**config.mk**
```make
export PLATFORM = sky130hd
export DESIGN_NAME = reg_file
export DESIGN_NICKNAME = d
export VERILOG_FILES = /design/src/rtl/reg_file.sv
export SDC_FILE = /design/constraint.sdc
export NUM_CORES = 2
export LEC_CHECK = 0
export BUFFER_PORTS_ARGS = -buffer_cell sky130_fd_sc_hd__buf_4
export CELL_PAD_IN_SITES_DETAIL_PLACEMENT = 0
export CELL_PAD_IN_SITES_GLOBAL_PLACEMENT = 1
export CORE_MARGIN = 2
export CORE_UTILIZATION = 59
export DETAILED_ROUTE_END_ITERATION = 12
export GPL_ROUTABILITY_DRIVEN = 0
export GPL_TIMING_DRIVEN = 1
export PLACE_DENSITY_LB_ADDON = 0.1
export SYNTH_ARGS = -nofsm -noshare
export SYNTH_HDL_FRONTEND = slang
export SYNTH_SLANG_ARGS = --single-unit
```
**constraint.sdc**
```tcl
create_clock -name clk -period 7.9 [get_ports clk]
set_input_delay 1.58 -clock clk [delete_from_list [all_inputs] [get_ports clk]]
set_output_delay 1.58 -clock clk [all_outputs]
set_load 0.005 [all_outputs]
```
**src/rtl/reg_file.sv**
```systemverilog
// reg_file: 32x32 register file, two combinational read ports, one write port, $0 reads as zero
module reg_file (
   input  logic        clk,
   input  logic        reset,
   input  logic [4:0]  a1,
   input  logic [4:0]  a2,
   input  logic [4:0]  a3,
   input  logic [31:0] wd,
   output logic [31:0] rd1,
   output logic [31:0] rd2
);
   logic [31:0] regs [32];
   // a3 == 0 doubles as "no write"; reads are unbypassed so wd may depend on rd1/rd2
   always_ff @(posedge clk)
      if (!reset) for (int i = 0; i < 32; i++) regs[i] <= '0;
      else if (a3 != 5'd0) regs[a3] <= wd;
   assign rd1 = (a1 == 5'd0) ? '0 : regs[a1];
   assign rd2 = (a2 == 5'd0) ? '0 : regs[a2];
endmodule

```
==> flow_summary.toml <==
[power_and_ir_drop]
powerDensity_mw_per_mm2 = 225
power.leakage_nw = 20.9
ir_drop_mv = 0.168

[yosys]
yosys_most_used_dff = "edfxtp_1"
synth-seq-cells = 1024
synth_cells = 3517
yosys_warnings = 0
synth_edf_count = 1024
syn_area_per_cell_um2 = 15.4
ys_types = 40
yosysSeqAreaShare = 0.568
syn-cell-area_mm2 = 0.0541
async_flop_share = 0

[setup_path]
cp_slowest_stage_delay_ns = 0.83
cp-end-kind = "output pin"
path_cells = "buf_4, and2_4, buf_4, a22o_1, a2111oi_0, nor3_1, buf_4"
critical_path_class = "input pin to output pin"
arrival_ns = 4.92
crit_top_cell = "buf_4"
cp.required_ns = 6.32
startpoint_type = "input pin"
cp_slowest_cell = "nor3_1"
crit_fanout = 36

[sta]
max_freq_mhz = 154
setup_viol = 0
setup_slack_ns = 1.40
min_period_ns = 6.50
slew_headroom = 0.232
rsz0062_at_grt = "no"
slew_violations = 0
finalSetupTns_ns = 0
hold_viol_final = 0
worst_slew_pin_slew_ns = 1.15
period_share = 0.823
holdWs_ns = 1.35

[placement]
hpwlAfterDp_um = 102000
dp_cells = 4595
dp_worst_setup_slack_ns = 1.56
io_buffers = 112

[clock_tree]
clk_path_buf_depth = 3
ctsResizeCount = 0
cts_root_buffer = "clkbuf_16"
postCtsHoldBufs = 0
cts_buffers = 109
htreeDepth = 3
cts_tree = "yes"
path_clk_slew_ns = 0.06
clkSinkCount = 1024
post_cts_buffers = 0

[floorplanning]
die_w_um = 307
num_io_pins = 113
die-area_mm2 = 0.0942
fp.dieH_um = 307
coreArea_mm2 = 0.0912
placementRows = 111
initial_utilization = 0.593

[grt]
antenna_found_initial = 9
grt_max_degree = 75
grt_usage = 0.377
grt_first_pass_wirelength_um = 250000
overflow = 0
grt_pass1_vias = 35735

[finish]
syn_to_final_growth_pct = 11.3
nFillCells = 6248
final_util = 0.660
largest_reg_flops = 1024
largest-register = "regs"
layout.cells.non_filler = 4800
final_layout_size_suffix_gt1_frac = 0.272
top_regs = "regs (1024)"
finalNetCount = 3569

[route]
ant_nets = 0
vias_per_cell = 7.21
firstDrtPassIters = 6
drt_iter0_drc = 4783
vias = 34622
drc = 0
drt_wl_total_um = 177000
wire_per_inst_um = 36.8

[status]
status = "completed"

[hold_path]
hold_class = "input pin to flop"

[job]
max_cap_violations = 0
-- Yosys cell counts, types with 3 or more instances --
cell / count / area (um2)
a32o_1: 5 / 50.1
a2111oi_0: 36 / 315
nor2b_1: 10 / 62.6
nand2_1: 11 / 41.3
clkbuf_1: 282 / 1060
buf_2: 48 / 240
edfxtp_1: 1024 / 30700
nand3b_1: 6 / 45.0
mux2i_1: 165 / 1650
a211oi_1: 5 / 37.5
buf_6: 21 / 236
o21ai_0: 31 / 155
buf_1: 12 / 45.0
nand2b_1: 6 / 37.5
a2111oi_1: 24 / 240
mux4_2: 461 / 10400
and2_1: 995 / 6220
nor3_1: 57 / 285
nand3_1: 5 / 25.0
mux2_2: 29 / 327
buf_4: 27 / 203
a21oi_1: 8 / 40.0
nor2_1: 37 / 139
o221ai_1: 4 / 35.0
a22oi_1: 16 / 120
o22ai_1: 109 / 682
nor4_1: 6 / 37.5
a22o_1: 58 / 508
or3_1: 3 / 18.8
-- routing by layer --
metal  share of wire  vias up  track usage  routed length, um
li1                -    13669            -                  -
met1            0.36    17867        0.503              62900
met2            0.47     2534        0.587              83200
met3            0.11      540       0.0755              19300
met4           0.063       12        0.216              11100
met5         0.00049        -            0                 87
-- kinds of logic (layout without fill, tap and decap cells) --
| kind of cell | count (synthesis) | count (layout) | share of synthesized area |
|---|---|---|---|
| DFF | 1024 | 1024 | 0.568 |
| buffers and inverters | 393 | 453 | 0.0332 |
| AOI/OAI and AO/OA | 298 | 298 | 0.0407 |
| muxes | 655 | 655 | 0.228 |
| other | 1 | 38 | 0.0000693 |
| and+or+nand+nor | 1146 | 1146 | 0.129 |
-- critical path: cells and delay by family --
family	cells	cell delay (ns)
and+or+nand+nor	2	1.52
buffers and inverters	3	1.31
AOI/OAI and AO/OA	2	0.38
-- final cells by class --
type,count,area [um2],share of cell area
flip-flops and latches,1024,30700,0.511
multi-input cells,2131,22200,0.368
clock buffers,123,2870,0.0476
repair buffers,251,2030,0.0337
well taps,1186,1480,0.0246
clock inverters,76,918,0.0153
diodes,6,15.0,0.000249
inverters,3,11.3,0.000187
-- worst paths after layout --
check / slack, ns / end / depth (start not counted) / from
worst max-delay path: 1.40 / rd2[15] / 7 / a2[1]
worst min-delay path: 1.35 / regs[9][5] / 2 / reset
-- report_power, final --
group          internal [mW]  switching (mW)
combinational          0.694           0.924
sequential              6.30           0.177
clock                   3.30            2.17
total                   10.3            3.28
-- metrics by stage --
step	cell area, um2	total power, mW
floorplan	54200	7.50
global placement	56400	8.11
detailed placement	56400	8.17
CTS	60200	13.6
global route	60200	13.8
finish	60200	13.6
-- cells in the final DEF (no fill, tap or decap), drive strengths merged, types with 29 or more instances in the layout --
master	Yosys	routed
buf	108	251
mux2i	165	165
clkinv	0	50
clkbuf	282	123
nor2	37	37
and2	995	995
edfxtp	1024	1024
a22o	58	58
o21ai	31	31
mux2	29	29
a2111oi	60	60
nor3	57	57
mux4	461	461
o22ai	109	109
conb	1	32
Power figures use the tool's default switching activity.
